## src/rtl/vpi_request_arbiter.sv

```systemverilog
// Round-robin arbiter funnelling NUM_REQ VPI queries onto one bridge, one query in flight.
// Grant to response is 3 cycles minimum; req_ready only in IDLE, br_valid held until br_ready.
module vpi_request_arbiter #(
  parameter int NUM_REQ = 4,
  parameter int DATA_W  = 32,
  parameter int OP_W    = 4,
  parameter int TIMEOUT = 255
) (
  input  logic                       clk,
  input  logic                       rst,
  input  logic [NUM_REQ-1:0]         req_valid,
  output logic [NUM_REQ-1:0]         req_ready,
  input  logic [NUM_REQ*OP_W-1:0]    req_op,
  input  logic [NUM_REQ*DATA_W-1:0]  req_handle,
  output logic [NUM_REQ-1:0]         rsp_valid,
  output logic [DATA_W-1:0]          rsp_data,
  output logic                       rsp_err,
  output logic                       br_valid,
  input  logic                       br_ready,
  output logic [OP_W-1:0]            br_op,
  output logic [DATA_W-1:0]          br_handle,
  input  logic                       br_rsp_valid,
  input  logic [DATA_W-1:0]          br_rsp_data,
  input  logic                       br_rsp_err,
  output logic                       busy,
  output logic [$clog2(NUM_REQ)-1:0] grant_id,
  output logic [7:0]                 drop_cnt
);
  localparam int ID_W = $clog2(NUM_REQ);
  localparam logic [15:0]        WAIT_LAST = 16'(TIMEOUT - 1);
  localparam logic [ID_W-1:0]    LAST_ID   = ID_W'(NUM_REQ - 1);
  localparam logic [NUM_REQ-1:0] ONE       = NUM_REQ'(1);

  typedef enum logic [1:0] {IDLE, ISSUE, WAIT, RESP} state_t;

  state_t            state;
  logic [ID_W-1:0]   prio_ptr;
  logic [15:0]       wait_cnt;

  logic              gnt_any;
  logic [ID_W-1:0]   gnt_idx;
  logic [OP_W-1:0]   gnt_op;
  logic [DATA_W-1:0] gnt_handle;
  int                idx;

  // First valid requester scanning upward from prio_ptr, wrapping at NUM_REQ.
  always_comb begin
    gnt_any    = 1'b0;
    gnt_idx    = '0;
    gnt_op     = '0;
    gnt_handle = '0;
    idx        = 0;
    for (int k = 0; k < NUM_REQ; k++) begin
      idx = int'(prio_ptr) + k;
      if (idx >= NUM_REQ) idx = idx - NUM_REQ;
      if (!gnt_any && req_valid[idx]) begin
        gnt_any    = 1'b1;
        gnt_idx    = ID_W'(idx);
        gnt_op     = req_op[idx*OP_W +: OP_W];
        gnt_handle = req_handle[idx*DATA_W +: DATA_W];
      end
    end
  end

  // The accept strobe must land in the same cycle as the sampled request.
  assign req_ready = (state == IDLE && !rst && gnt_any) ? (ONE << gnt_idx) : '0;

  always_ff @(posedge clk) begin
    if (rst) begin
      state     <= IDLE;
      prio_ptr  <= '0;
      wait_cnt  <= '0;
      drop_cnt  <= '0;
      busy      <= 1'b0;
      grant_id  <= '0;
      br_valid  <= 1'b0;
      br_op     <= '0;
      br_handle <= '0;
      rsp_valid <= '0;
      rsp_data  <= '0;
      rsp_err   <= 1'b0;
    end else begin
      rsp_valid <= '0;
      rsp_data  <= '0;
      rsp_err   <= 1'b0;

      // Only WAIT consumes bridge responses; anything else is late or spurious.
      if (br_rsp_valid && state != WAIT && drop_cnt != 8'hFF)
        drop_cnt <= drop_cnt + 8'd1;

      case (state)
        IDLE: begin
          if (gnt_any) begin
            state     <= ISSUE;
            busy      <= 1'b1;
            grant_id  <= gnt_idx;
            br_valid  <= 1'b1;
            br_op     <= gnt_op;
            br_handle <= gnt_handle;
            prio_ptr  <= (gnt_idx == LAST_ID) ? '0 : gnt_idx + 1'b1;
          end
        end
        ISSUE: begin
          if (br_ready) begin
            state    <= WAIT;
            br_valid <= 1'b0;
            wait_cnt <= '0;
          end
        end
        WAIT: begin
          // A response in the final WAIT cycle beats the timeout.
          if (br_rsp_valid) begin
            state     <= RESP;
            rsp_valid <= ONE << grant_id;
            rsp_data  <= br_rsp_data;
            rsp_err   <= br_rsp_err;
          end else if (wait_cnt == WAIT_LAST) begin
            state     <= RESP;
            rsp_valid <= ONE << grant_id;
            rsp_data  <= '0;
            rsp_err   <= 1'b1;
          end else begin
            wait_cnt <= wait_cnt + 16'd1;
          end
        end
        RESP: begin
          state    <= IDLE;
          busy     <= 1'b0;
          grant_id <= '0;
        end
        default: state <= IDLE;
      endcase
    end
  end

endmodule

```

## config.mk

```make
export PLATFORM = sky130hd
export DESIGN_NAME = vpi_request_arbiter
export DESIGN_NICKNAME = d
export VERILOG_FILES = /design/src/rtl/vpi_request_arbiter.sv
export SDC_FILE = /design/constraint.sdc
export NUM_CORES = 1
export LEC_CHECK = 0
export ABC_CLOCK_PERIOD_IN_PS = 4670
export CELL_PAD_IN_SITES_DETAIL_PLACEMENT = 2
export CELL_PAD_IN_SITES_GLOBAL_PLACEMENT = 2
export CORE_MARGIN = 2
export CORE_UTILIZATION = 30
export DETAILED_ROUTE_END_ITERATION = 16
export GPL_ROUTABILITY_DRIVEN = 0
export PLACE_DENSITY_LB_ADDON = 0.1
export SKIP_CTS_REPAIR_TIMING = 1
export SYNTH_ARGS = -nofsm -noshare
export SYNTH_HDL_FRONTEND = slang
export SYNTH_SLANG_ARGS = --single-unit
export TNS_END_PERCENT = 50
```

## constraint.sdc

```tcl
create_clock -name clk -period 4.67 [get_ports clk]
set_input_delay 0.7005 -clock clk [delete_from_list [all_inputs] [get_ports clk]]
set_output_delay 0.7005 -clock clk [all_outputs]
set_load 0.05 [all_outputs]
```

After elaboration in Yosys (flattened, before gate mapping):

Index checks and enable logic that the tools add are counted.

* add/sub/neg operators: 10
* multipliers: 0
* divide/modulo/power cells: 0
* $lt $le $gt $ge: 8
* equal/unequal tests: 12
* shift-type cells: 10
* mux-type cells: 53
* bitwise operators: 2
* reduce and logical (&&, ||, !) cells: 22

Operator list (count)
* $shiftx A128 B32 Y32: 4
* $mux W32: 8
* $lt A32 B4 Y1 const B: 4
* $shiftx A16 B32 Y4: 4
* $mux W16: 3
* $pmux W16 S2: 1
* $mux W4: 7
* $mux W2: 10
* $add A16 B1 Y16 const B: 1
* $eq A16 B8 Y1 const B: 1
* $mux W1: 16
* $sub A3 B3 Y4 const B: 3
* $ne A2 B2 Y1 const B: 5
* $ge A3 B3 Y1 const B: 3
* $add A8 B1 Y8 const B: 1
* $bmux W1 S2: 4
* $ne A8 B8 Y1 const B: 1
* $pmux W2 S4: 1
* $shl A1 B2 Y4 const A: 2
* $logic_and A1 B1 Y1: 7
* $add A2 B2 Y3 const B: 2
* $eq A2 B2 Y1 const B: 3
* $reduce_and A3 Y1: 2
* $reduce_bool A2 Y1: 3
* other kinds (15): 21

* bits in registers: 105
* latch bits: 0
* RAM bits: 0
* bits in read-only memories: 0
* input port bits: 185
* output and inout port bits: 89
* word-level logic and storage cells: 129
* memories kept: 0

Logic depth before layout (Yosys ltp):

Gate-level depths: netlist of run 1.

* word-level depth: 17
* depth in mapped cells: 15
* mapped depth without buffers: 10

Worst setup path before layout of run 1:

OpenSTA, ideal clock, no wires.

* path kind: register to output
* start: register prio_ptr[0]
* end: output port req_ready[2]
* data arrival time: 3.309 ns
* data required time: 3.970 ns
* path slack: 0.661 ns
* stages on the path, launching flop included: 15
* buffers on the path: 8
* path through: dfxtp_1 buf_6 buf_2 buf_2 inv_1 ha_1 clkbuf_2 buf_4 buf_4 buf_2 buf_2 o21ai_0 a21oi_1 ha_1 and2_1

* cells in the longest elaborated chain, start to end: 17
* elaborated cells on any way between the ends: 44
* classes of those cells: 7 x add/sub; 4 x order compare; 1 x shift; 25 x mux; 7 x reduce/logical

Ends and longest elaborated chain
* start, declared: RTL line 37 `logic [ID_W-1:0] prio_ptr;`
* start signal, assigned: RTL line 100 `prio_ptr <= (gnt_idx == LAST_ID) ? '0 : gnt_idx + 1'b1;`
* branches (longest 16 deep; another with $sub A3 B3 Y4)
* $mux W4 *: RTL line 66 `assign req_ready = (state == IDLE && !rst && gnt_any) ? (ONE << gnt_idx) : '0;`
* end, declared: RTL line 12 `output logic [NUM_REQ-1:0] req_ready,`

Mark *: on every way between the ends. The select of a mux whose other input is x is not followed.

Final worst setup path of run 1:

* start: register prio_ptr[0]
* end: output port req_ready[1]

The elaborated chain is that of the path after synthesis.

==> flow_metrics.tcl, run 1 <==
set metrics [dict create \
    grt_use_total_pct 21.9 \
    layout_common_cells "268 x clkdlybuf4s50_1, 112 x mux4_2, 103 x dfxtp_1" \
    portBuffers 273 \
    cts_buffers 9 \
    dieWidth_microns 180 \
    min_period_over_period_pct 91.5 \
    dr.pass1.iters 4 \
    synth_seq_cells 105 \
    worst_pin_slew_ns 1.15 \
    core-area_sq_um 30500 \
    utilization_pct 41.3 \
    path_clk_slew_ns 0.08 \
    wl_microns 35700 \
    die-area_sq_um 32400 \
    h-tree-depth 3 \
    drive_gt1_share_pct 24.6 \
    layout_commonest_cell "clkdlybuf4s50_1" \
    antenna_found_initial 0 \
    fmax_ghz 0.234 \
    grt_pass1_vias 9363 \
    startpoint_type "flip-flop" \
    clock_skew_ns 0.00894 \
    num_vias 8683 \
    synth.distinct_cells 55 \
    hold_depth 2 \
    ys.flop_type "dfxtp_1" \
    critPathKind "reg -> out" \
    syn_inst 867 \
    grt_max_degree 73 \
    crit_fanout 66 \
    drc 0 \
    crit_required_ns 3.97 \
    p_per_area_nw_per_um2 579 \
    leakage_nw 4.32 \
    ys_seq_area_share_pct 22.6 \
    max-slew-margin-rel_pct 23.1 \
    async_flop_share_pct 0 \
    rows 64 \
    clock-root-buffer "clkbuf_16" \
    hpwl_microns 24100 \
    stdcell_count 1482 \
    synth_edf_count 0 \
    start_util_pct 30.4 \
    ioPinCount 274 \
    post-place-cells 1466 \
    status "finished clean" \
    diodes 0 \
    fp.dieH_microns 180 \
    cts_tree "built" \
    clock_latency_ns 0.37 \
    viasPerCell 5.86 \
    setup_viol 0 \
    wl_per_cell_microns 24.1 \
    reg2regPathDepth 8 \
    grt_first_pass_wirelength_microns 56400 \
    tns_ns 0 \
    hold_class "reg -> reg" \
    max_cap_viol_count 0 \
    grt_overflow 0 \
    drv_slew 0 \
    dr.first_iter.drc_count 469 \
    syn_nets 1069 \
    worst_ep_arrival_time_ns 3.57 \
    finalHoldViolCount 0 \
    end_kind "output port" \
    clock-sinks 105 \
    ys_warn_count 0 \
    fill_cells 3225 \
    peakVddDrop_mv 0.341 \
    clockBufferDepth 2 \
    syn2layout_area_growth_pct 35.7 \
    layout.nets 1283 \
    period_needed_ns 4.27 \
    syn_area_sq_um 9290 \
    rsz0062_at_grt "false" \
    syn_avg_cell_area_sq_um 10.7 \
    ant_nets 0 \
]
[registers in the layout, summed over array words and instances, names as in the netlist]
signal	cells
rsp_data	32
br_valid	1
busy	1
rsp_valid	4
state	2
rsp_err	1
prio_ptr	2
wait_cnt	16
br_op	4
br_handle	32
grant_id	2
drop_cnt	8
[stage by stage]
stage          hold slack, ns  total power, mW  worst slack, ns  cell area, sq um
2_1_floorplan           0.453             5.09            0.661              9290
3_3_place_gp            0.467             6.45            0.836             12300
3_5_place_dp            0.487             6.54            0.747             12300
4_1_cts                 0.498             7.41            0.347             12600
5_1_grt                 0.527             7.80            0.148             12600
6_report                0.491             7.29            0.396             12600
[cell type report]
type	instances	area, sq um	share of cell area [%]
multi-input cells	658	6710	53.2
repair buffers	295	2950	23.4
flip-flops and latches	105	2110	16.7
well taps	396	495	3.93
clock buffers	11	243	1.93
clock inverters	5	61.3	0.486
inverters	12	45.0	0.357
[per-layer routing]
layer	track usage [%]	wire length, microns
met1	29.2	16300
met4	6.18	611
met5	0	0
met3	3.48	1610
met2	36.8	17200
[worst max-delay path, cell delays in order, from the launching register on]
cell and delay (ns):
dfxtp_4 0.40, buf_4 0.81, mux4_2 0.68, inv_2 0.09, nand2_2 0.06, a2bb2oi_1 0.49
inv_1 0.14, ha_1 0.22, and2_1 0.16, buf_12 0.15
[cell families (layout without fill, tap and decap cells)]
logic type,Yosys count,count (layout),synth area share [%]
AOI/OAI and AO/OA,235,235,21.3
and+or+nand+nor,205,205,11.8
muxes,189,189,35.5
DFF,105,105,22.6
buffers and inverters,104,323,5.40
adders and majority gates,17,17,2.29
xor gates and xnor gates,12,12,1.13
[cells in the mapped netlist, drive strengths merged (17+ instances only)]
cell / n / area (sq um)
nand2: 20 / 77.6
ha: 17 / 213
nor2: 63 / 239
dfxtp: 105 / 2100
o21ai: 53 / 265
o221ai: 36 / 315
a211oi: 36 / 450
a21oi: 55 / 388
o221a: 36 / 405
clkbuf: 51 / 193
and3: 73 / 457
mux4: 112 / 2520
mux2i: 76 / 761
buf: 41 / 264
[final timing paths]
check / from / endpoint / slack, ns
max: prio_ptr[0] / req_ready[1] / 0.40
min reg2reg: br_valid / br_valid / 0.49
max reg2reg: prio_ptr[0] / br_handle[0] / 1.20
min: br_valid / br_valid / 0.49
[report_power, final]
part | switching [mW] | leakage [nW] | internal (mW) | total (mW)
Combinational | 3.00 | 3.31 | 2.24 | 5.24
Sequential | 0.132 | 0.859 | 1.08 | 1.22
Clock | 0.401 | 0.151 | 0.438 | 0.838
Note: power is estimated with default switching activity, not from simulation.
==> inputs of run 2 (changes only) <==
Settings changed: TNS_END_PERCENT 50 to 1.
==> results of run 2 <==
No change in the layout: final DEF, timing and power equal those of run 1.
==> inputs of run 3 (changes only) <==
Settings changed: CAP_MARGIN set to 20, GPL_ROUTABILITY_DRIVEN 0 to unset.
==> flow_metrics.tcl, run 3 (synthesis gave the netlist of run 1 again) <==
set metrics [dict create \
    clock-root-buffer "clkbuf_16" \
    layout_common_cells "268 x clkdlybuf4s50_1, 112 x mux4_2, 103 x dfxtp_1" \
    worst_pin_slew_ns 1.06 \
    dr.pass1.iters 4 \
    pwr-share-clk_pct 11.5 \
    finalWorstSetupSlack_ns 0.399 \
    drc 0 \
    min_to "br_valid" \
    critPathKind "reg -> out" \
    cts_buffers 9 \
    finalWeightedCongestion 0.740 \
    h-tree-depth 3 \
    pwr-share-seq_pct 16.6 \
    layout_commonest_cell "clkdlybuf4s50_1" \
    startpoint_type "flip-flop" \
    rsz0062_at_grt "false" \
    period_needed_ns 4.27 \
    dr.first_iter.drc_count 431 \
    reg2regPathDepth 8 \
    cts_tree "built" \
    dp_slack_ns 0.747 \
    antenna_found_initial 0 \
    clockBufferDepth 2 \
    max_cap_viol_count 0 \
    portBuffers 273 \
    peakVddDrop_mv 0.343 \
    setup_viol 0 \
    ant_nets 0 \
    r2r-end "br_handle[0]" \
    clock-sinks 105 \
    worst_ep_arrival_time_ns 3.57 \
    num_vias 8718 \
    fmax_ghz 0.234 \
    end_kind "output port" \
    crit_required_ns 3.97 \
    switching_share_pct 48.4 \
    grt_overflow 0 \
    cp-startpoint "prio_ptr[0]" \
    rows 64 \
    viasPerCell 5.88 \
    drv_slew 0 \
    largestRegisters "br_handle x32, rsp_data x32, wait_cnt x16" \
    p_comb_share_pct 71.9 \
    tns_ns 0 \
    holdWs_ns 0.493 \
    r2r_start "prio_ptr[0]" \
    p_int_mw 3.77 \
    worstHoldStart "br_valid" \
    clock_skew_ns 0.00899 \
    max-slew-margin-rel_pct 29.1 \
    grt_use_total_pct 21.9 \
    status "finished clean" \
    crit_fanout 66 \
    switchingPower_mw 3.54 \
    drive_gt1_share_pct 24.7 \
    wl_microns 35700 \
    path_clk_slew_ns 0.08 \
    leakage_nw 4.33 \
    p_total_mw 7.31 \
    hold_depth 2 \
    hold_class "reg -> reg" \
    layout.nets 1284 \
    diodes 0 \
    ioPinCount 274 \
    grt_pass1_vias 9363 \
    min_period_over_period_pct 91.4 \
    start_util_pct 30.4 \
    finalHoldViolCount 0 \
    rrSetupSlack_ns 1.20 \
    utilization_pct 41.4 \
    die-area_sq_um 32400 \
    fp.dieH_microns 180 \
    wl_per_cell_microns 24.1 \
    core-area_sq_um 30500 \
    grt_first_pass_wirelength_microns 56400 \
    dieWidth_microns 180 \
    p_per_area_nw_per_um2 579 \
    clock_latency_ns 0.37 \
    hpwl_microns 24100 \
    syn2layout_area_growth_pct 36.0 \
    grt_max_degree 73 \
]
## run 3: area by class of cell
class,count,area (sq um)
clock buffers,11,243
clock inverters,5,61.3
fillers,3222,17900
inverters,12,45.0
multi-input cells,658,6710
flip-flops and latches,105,2110
well taps,396,495
repair buffers,296,2980
## run 3: power groups by stage
stage	Combinational, mW	Clock [mW]	Sequential, mW
6_report	5.25	0.841	1.22
5_1_grt	5.67	0.904	1.24
4_1_cts	5.32	0.871	1.22
3_5_place_dp	5.31	0	1.24
3_3_place_gp	5.21	0	1.24
2_1_floorplan	3.35	0	1.74
## run 3: layer usage
layer	GRT usage, %	up-vias	share of wire [%]
li1	-	3930	-
met1	29.2	4465	45
met2	36.8	294	48
met3	3.48	29	5.0
met4	6.18	0	1.7
met5	0	-	0
## run 3: how the worst max path moves through the flow
stage / end / slack [ns] / cells after the start
finish: req_ready[1] / 0.40 / 9
global route: req_ready[3] / 0.15 / 9
CTS: req_ready[1] / 0.35 / 9
detailed placement: req_ready[1] / 0.75 / 9
global placement: req_ready[3] / 0.84 / 9
floorplan: req_ready[2] / 0.66 / 14
## run 3: worst max-delay path, stage by stage (launching register included)
cell and delay [ns]:
dfxtp_4 0.40, buf_4 0.81, mux4_2 0.68, inv_2 0.09, nand2_2 0.06, a2bb2oi_1 0.49, inv_1 0.14, ha_1 0.22
and2_1 0.16, buf_12 0.15
## run 3: stage by stage
| stage | cells | cell area, sq um |
|---|---|---|
| after floorplan | 867 | 9290 |
| after global placement | 1466 | 12300 |
| after detailed placement | 1466 | 12300 |
| after CTS | 1482 | 12600 |
| after global routing | 1483 | 12600 |
| final | 1483 | 12600 |
